`src/rtl/neopx_bit_tx.sv`:
```
// WS2812 bitstream driver: takes one pixel word per valid/ready handshake and
// serialises bits [23:0] MSB-first with cycle-counted high/low pulse widths,
// then holds the line low for the latch period and pulses o_frame_done.
module neopx_bit_tx #(
  parameter int T0H_CYC   = 29,
  parameter int T0L_CYC   = 61,
  parameter int T1H_CYC   = 58,
  parameter int T1L_CYC   = 32,
  parameter int LATCH_CYC = 4320,
  parameter int CNT_W     = 13
) (
  input  logic        i_clk,
  input  logic        i_rst,
  input  logic [31:0] s_axis_data,
  input  logic        s_axis_valid,
  output logic        s_axis_ready,
  output logic        o_neopx,
  output logic        o_busy,
  output logic        o_frame_done
);

  typedef enum logic [1:0] {IDLE, HIGH, LOW, GAP} state_t;

  // Terminal counts are "length - 1" because every counter starts at 0 on
  // state entry.
  localparam logic [CNT_W-1:0] T0H_END   = CNT_W'(T0H_CYC - 1);
  localparam logic [CNT_W-1:0] T0L_END   = CNT_W'(T0L_CYC - 1);
  localparam logic [CNT_W-1:0] T1H_END   = CNT_W'(T1H_CYC - 1);
  localparam logic [CNT_W-1:0] T1L_END   = CNT_W'(T1L_CYC - 1);
  localparam logic [CNT_W-1:0] LATCH_END = CNT_W'(LATCH_CYC - 1);

  state_t           state, state_n;
  logic [CNT_W-1:0] cnt, cnt_n;
  logic [4:0]       bit_cnt, bit_cnt_n;
  logic [23:0]      shift, shift_n;
  logic             line, line_n;
  logic             done, done_n;
  logic             accept;
  logic [CNT_W-1:0] hi_end, lo_end;

  // Ready depends on state only; held low while reset is asserted.
  assign s_axis_ready = ((state == IDLE) || (state == GAP)) && !i_rst;
  assign accept       = s_axis_ready && s_axis_valid;
  assign o_neopx      = line;
  assign o_busy       = (state != IDLE);
  assign o_frame_done = done;

  // Pulse widths are chosen from the shift register MSB only.
  assign hi_end = shift[23] ? T1H_END : T0H_END;
  assign lo_end = shift[23] ? T1L_END : T0L_END;

  // Next-state and datapath update.
  always_comb begin
    state_n   = state;
    cnt_n     = cnt + 1'b1;
    bit_cnt_n = bit_cnt;
    shift_n   = shift;
    done_n    = 1'b0;
    case (state)
      IDLE: begin
        cnt_n = '0;
        if (accept) begin
          shift_n   = s_axis_data[23:0];
          bit_cnt_n = '0;
          state_n   = HIGH;
        end
      end
      HIGH: begin
        if (cnt == hi_end) begin
          cnt_n   = '0;
          state_n = LOW;
        end
      end
      LOW: begin
        if (cnt == lo_end) begin
          cnt_n = '0;
          if (bit_cnt == 5'd23) begin
            state_n = GAP;
          end else begin
            shift_n   = {shift[22:0], 1'b0};
            bit_cnt_n = bit_cnt + 5'd1;
            state_n   = HIGH;
          end
        end
      end
      GAP: begin
        // A pixel arriving anywhere in the gap, including its last cycle,
        // continues the frame and suppresses the latch.
        if (accept) begin
          shift_n   = s_axis_data[23:0];
          bit_cnt_n = '0;
          cnt_n     = '0;
          state_n   = HIGH;
        end else if (cnt == LATCH_END) begin
          cnt_n   = '0;
          done_n  = 1'b1;
          state_n = IDLE;
        end
      end
      default: begin
        cnt_n   = '0;
        state_n = IDLE;
      end
    endcase
    line_n = (state_n == HIGH);
  end

  // State and datapath registers; reset forces the line low at once.
  always_ff @(posedge i_clk or posedge i_rst) begin
    if (i_rst) begin
      state   <= IDLE;
      cnt     <= '0;
      bit_cnt <= '0;
      shift   <= '0;
      line    <= 1'b0;
      done    <= 1'b0;
    end else begin
      state   <= state_n;
      cnt     <= cnt_n;
      bit_cnt <= bit_cnt_n;
      shift   <= shift_n;
      line    <= line_n;
      done    <= done_n;
    end
  end

endmodule

```
`config.mk`:
```
export PLATFORM = sky130hd
export DESIGN_NAME = neopx_bit_tx
export DESIGN_NICKNAME = d
export VERILOG_FILES = /design/src/rtl/neopx_bit_tx.sv
export SDC_FILE = /design/constraint.sdc
export NUM_CORES = 1
export LEC_CHECK = 0
export BUFFER_PORTS_ARGS = -buffer_cell sky130_fd_sc_hd__buf_4
export CAP_MARGIN = 5
export CORE_UTILIZATION = 51
export DETAILED_ROUTE_END_ITERATION = 6
export PLACE_DENSITY = 0.73
export SKIP_CTS_REPAIR_TIMING = 1
export SLEW_MARGIN = 20
export SYNTH_ARGS = -nofsm -noshare
export SYNTH_HDL_FRONTEND = slang
export SYNTH_SLANG_ARGS = --single-unit
```
`constraint.sdc`:
```
create_clock -name i_clk -period 2.2 [get_ports i_clk]
set_input_delay 0.11 -clock i_clk [delete_from_list [all_inputs] [get_ports i_clk]]
set_output_delay 0.11 -clock i_clk [all_outputs]
set_load 0.05 [all_outputs]
```
* Yosys cells after proc, flatten, opt, wreduce, memory -nomap -nowiden
Index checks and enable logic that the tools add are counted.
** Storage, ports and cells
- Bits in registers :: 46
- Input bits :: 35
- Logic and storage cells :: 53
** Operators by class
- Add/subtract/negate cells :: 2
- Equal/unequal tests :: 11
- Mux-type cells :: 25
- Reductions and logical operators :: 9
** Operator list (number)
- $mux 24 :: 3
- $mux 13 :: 4
- $pmux 13 s4 :: 1
- $pmux 24 s2 :: 1
- $eq 13x6->1 :: 2
- $mux 5 :: 3
- $add 13x1->13 const B :: 1
- $eq 13x13->1 const B :: 1
- $mux 2 :: 6
- $mux 6 :: 2
- $pmux 5 s2 :: 1
- $pmux 2 s4 :: 1
- $add 5x1->5 const B :: 1
- $eq 5x5->1 const B :: 1
- $eq 2x1->1 const B :: 2
- $eq 2x2->1 const B :: 2
- $ne 2x2->1 const B :: 2
- $reduce_and 4->1 :: 1
- $reduce_bool 2->1 :: 2
- $mux 1 :: 3
- $logic_and 1x1->1 :: 2
- $logic_not 2->1 :: 1
- $ne 2x1->1 const B :: 1
- $reduce_or 2->1 :: 1
- 2 further kinds :: 2

* Depth between registers and ports, before layout
- Depth after elaboration :: 7
- Gate-level depth with buffers :: 9
- Gate-level depth less buffers :: 7

* Least setup slack after synthesis
No wires, ideal clock.
- Path kind :: register to register
- From :: reg state[0]
- To :: reg state[1]
- Library setup time :: 0.127 ns
- Arrival :: 2.342 ns
- Required time :: 2.073 ns
- Path slack :: -0.270 ns
- Stages on the path, launching flop included :: 8
- Buffers on the path :: 1
- Clock period less this slack :: 2.470 ns
- Path through :: dfrtp_1 > inv_1 > ha_1 > buf_1 > nor2_1 > a21oi_1 > o2bb2ai_1 > or2_2
** Between the ends
- Longest elaborated chain between the ends :: 6
- Elaborated cells between the ends (all ways) :: 10
- Those cells by class :: 3 x eq/ne; 3 x mux; 4 x reduce/logical
** Ends and longest elaborated chain
- start, declared :: line 32 : state_t state, state_n;
- start signal, assigned :: line 118 : state <= state_n;
- $eq 2x2->1 or $logic_not 2->1 (tied branches) :: line 42 : assign s_axis_ready = ((state == IDLE) || (state == GAP)) && !i_rst;
- $logic_or 1x1->1 (*) :: line 42
- $logic_and 1x1->1 (*) :: line 42
- net s_axis_ready :: line 16 : output logic s_axis_ready,
- $logic_and 1x1->1 (*) :: line 43 : assign accept = s_axis_ready && s_axis_valid;
- $mux 2, on equally long branches :: line 89, 62
- $pmux 2 s4 (*) :: line 59 : case (state)
- net state_n[1] :: line 32
Mark *: on every way through the listed nets, which the timed path passes. The rest lies on a longest branch.
A chain may end at the register's enable or synchronous reset.

* Worst setup path in the final report
- From :: reg cnt[11]
- To :: reg shift[0]
** Between the ends
- Longest elaborated chain between the ends :: 3
** Ends and longest elaborated chain
- start, declared :: line 33 : logic [CNT_W-1:0] cnt, cnt_n;
- start signal, assigned :: line 119 : cnt <= cnt_n;
- $eq 13x6->1 :: line 75 : if (cnt == lo_end) begin
- $ne 2x2->1 (no line)
- $reduce_and 4->1 (no line)
- end signal, assigned :: line 121 : shift <= shift_n;
- end, declared :: line 35 : logic [23:0] shift, shift_n;
No other way between the ends.

==> results by group <==
Run status
  • Status: finished, violations left
  • Violated checks: negative setup slack

Critical path
  • Crit path capture type: flop
  • Reg2reg setup slack: -0.03 ns
  • WP buf/inv: 1
  • Worst setup path start: cnt[11]$_DFF_PP0_
  • CP Cell Sequence: or4_4 > or3_4 > o31ai_4 > and2_4 > buf_8 > a31o_2
  • Crit Path Class: reg2reg
  • Kind of cell adding the most delay to the critical path: simple AND/OR/NAND/NOR gates
  • R2R depth: 6
  • Slowest stage delay, CP: 0.54 ns
  • Slowest cell on crit path: or4_4
  • CP startpoint kind: flop
  • Crit path DAT: 2.47 ns
  • CP required: 2.44 ns
  • Crit Path Max Fanout: 12
  • R2R Path Start: cnt[11]$_DFF_PP0_
  • Reg2reg end: shift[0]$_DFFE_PP0P_

CTS
  • Clk root buf: clkbuf_8
  • Worst-skew pair later-pin latency: 0.30 ns
  • Clk sink count: 46
  • CTS tree: done
  • Max Root-Sink Buffers: 2
  • Worst-path clk slew: 0.09 ns
  • CTS H-Tree Depth: 2
  • Total CTS buffers: 5

Floorplanning
  • Ports: 39
  • Die area: 0.00514 mm2
  • Core Area: 0.00450 mm2
  • Initial Util: 0.550
  • Die H: 71.7 um
  • Row count: 24
  • Die span in x: 71.7 um

Timing
  • Worst Skew: 0.0122 ns
  • Max Slew Vio Count: 0
  • Slew @ Worst Pin: 0.907 ns
  • Fmax achieved: 448 MHz
  • Worst hold slack: 0.0518 ns
  • Post-layout min period: 2.23 ns
  • RSZ-0062 raised after global routing: yes
  • Final setup viols: 29
  • Worst setup margin: -0.0309 ns
  • Rel. slew slack: 0.392
  • Hold Vio Cnt, Final: 0
  • Period utilization: 1.01

Synthesis
  • Ys Warns: 0
  • Largest area contributor in the netlist: dfrtp_1
  • Top-area cell type share of the netlist area: 0.464
  • Register bit total from synthesis: 46
  • Main synth FF type: dfrtp_1
  • Seq/Total Area, Yosys: 0.464
  • Cell area after synthesis: 0.00248 mm2
  • Mapped Nets: 293
  • EDFF count, synth: 0
  • Largest cells by area after synthesis: dfrtp_1 (46%), a21oi_1 (9.9%), mux2i_1 (9.7%)
  • Synth cell types: 43
  • Synth Instances: 252
  • Ys async rst share: 1.00
  • Syn Area/Cell: 9.84 um2

Drt
  • Routed wire per std cell: 14.4 um
  • Drt pass-1 iters: 4
  • Routed WL: 5180 um
  • Drt via density: 5.58
  • DRC viols: 0
  • Post-route ant nets: 0
  • Initial DRC Count: 93
  • Vias: 2009

Cells and area
  • Share of cells above drive strength 1: 0.269
  • Final cell count without fillers: 360
  • Nets: 348
  • Area Overhead vs Synth: 25.2%
  • Inserted Diodes: 0
  • Finished Core Util: 0.689

Hold path
  • Hold Path Class: in2reg
  • Min-delay src: s_axis_data[0]
  • Hold path depth: 2
  • Worst Hold Endpoint: shift[0]$_DFFE_PP0P_

Placed design
  • Placed wire-length estimate: 3650 um
  • IO buf count: 30
  • Placer Congestion: 0.826
  • DP Cell Count: 349
  • Pre-CTS WS: -0.0468 ns

Global route
  • Initial antenna violation count: 0
  • Overflow after GRT: 0
  • Global-route wire length before repair: 8840 um
  • Gr usage total: 0.219
  • Largest net degree at the start of global routing: 29
  • Vias in the first global route: 2002

Flow run
  • Max cap viols: 0

Power and ir drop
  • Leakage: 0.00138 uW
  • Peak VDD IR: 515 uV
  • Power Density: 974 mW/mm2
[registers in the layout, summed over array words and instances, names as in the netlist]
signal / count
shift: 24
cnt: 13
bit_cnt: 5
state: 2
o_frame_done: 1
o_neopx: 1
[layout by cell type, fill, tap and decap left out, types with 3 or more instances in the layout]
cell	Yosys	final
nor3_1	6	6
mux2i_1	24	24
clkbuf_8	0	5
a21oi_1	49	47
o21ai_0	5	4
nor2_1	20	19
nand2_1	15	14
buf_6	3	3
inv_1	10	9
buf_4	1	54
nand3_1	8	8
xor2_1	5	5
dfrtp_1	46	46
xnor2_1	6	6
ha_1	6	6
nand4_1	3	3
[per-layer routing]
layer  vias to the layer above  part of all wire  track usage
met3                         4             0.026       0.0436
met4                         0            0.0081       0.0458
met2                        28              0.49        0.382
met1                       972              0.48        0.286
li1                       1005                 -            -
met5                         -                 0            0
[how the worst max path moves through the flow]
stage | end | slack [ns] | cells past startpoint
2_1_floorplan | shift[17]$_DFFE_PP0P_ | -0.07 | 7
3_3_place_gp | shift[0]$_DFFE_PP0P_ | -0.03 | 6
3_5_place_dp | shift[0]$_DFFE_PP0P_ | -0.05 | 6
4_1_cts | shift[0]$_DFFE_PP0P_ | -0.06 | 6
5_1_grt | shift[0]$_DFFE_PP0P_ | -0.10 | 6
6_report | shift[0]$_DFFE_PP0P_ | -0.03 | 6
[stage by stage]
stage | total power [uW] | area [um2] | setup TNS [ns]
after floorplan | 2070 | 2490 | -1.33
after global placement | 2350 | 2920 | -0.329
after detailed placement | 2390 | 2920 | -0.766
after CTS | 3020 | 3030 | -1.32
after global routing | 3220 | 3100 | -3.28
final | 3020 | 3100 | -0.294
[report_power, final]
| part | switching (uW) | internal (uW) | leakage, uW | total [uW] |
|---|---|---|---|---|
| registers | 148 | 1090 | 0.000563 | 1230 |
| clock network | 283 | 339 | 0.0000514 | 622 |
| logic | 635 | 531 | 0.000762 | 1170 |
[synth_stat cells, types with 2 or more instances]
cell	count
a211oi_1	2
or3_1	2
nand2_1	15
a22o_1	2
and2_1	2
buf_2	2
clkbuf_1	6
buf_6	3
nand4_1	3
or2_2	2
a21oi_1	49
and3_1	2
dfrtp_1	46
inv_1	10
o21ai_0	5
nand3_1	8
ha_1	6
nor3b_1	2
xor2_1	5
xnor2_1	6
a21boi_0	3
mux2i_1	24
nor3_1	6
or3b_2	2
nor2_1	20
o2bb2ai_1	2
[cell type report]
type                    count  area [um2]
well taps                  52        65.1
multi-input cells         183        1240
fillers                   367        1400
flip-flops and latches     46        1150
inverters                  10        37.5
repair buffers             61         499
clock inverters             2        37.5
clock buffers               6        72.6
[cells by family after synthesis]
family,synth area share
AOI/OAI and AO/OA,0.179
xor gates and xnor gates,0.0389
adders and majority gates,0.0303
buffers and inverters,0.0464
DFF,0.464
muxes,0.0969
and+or+nand+nor,0.144
(Power assumes the default switching activity.)
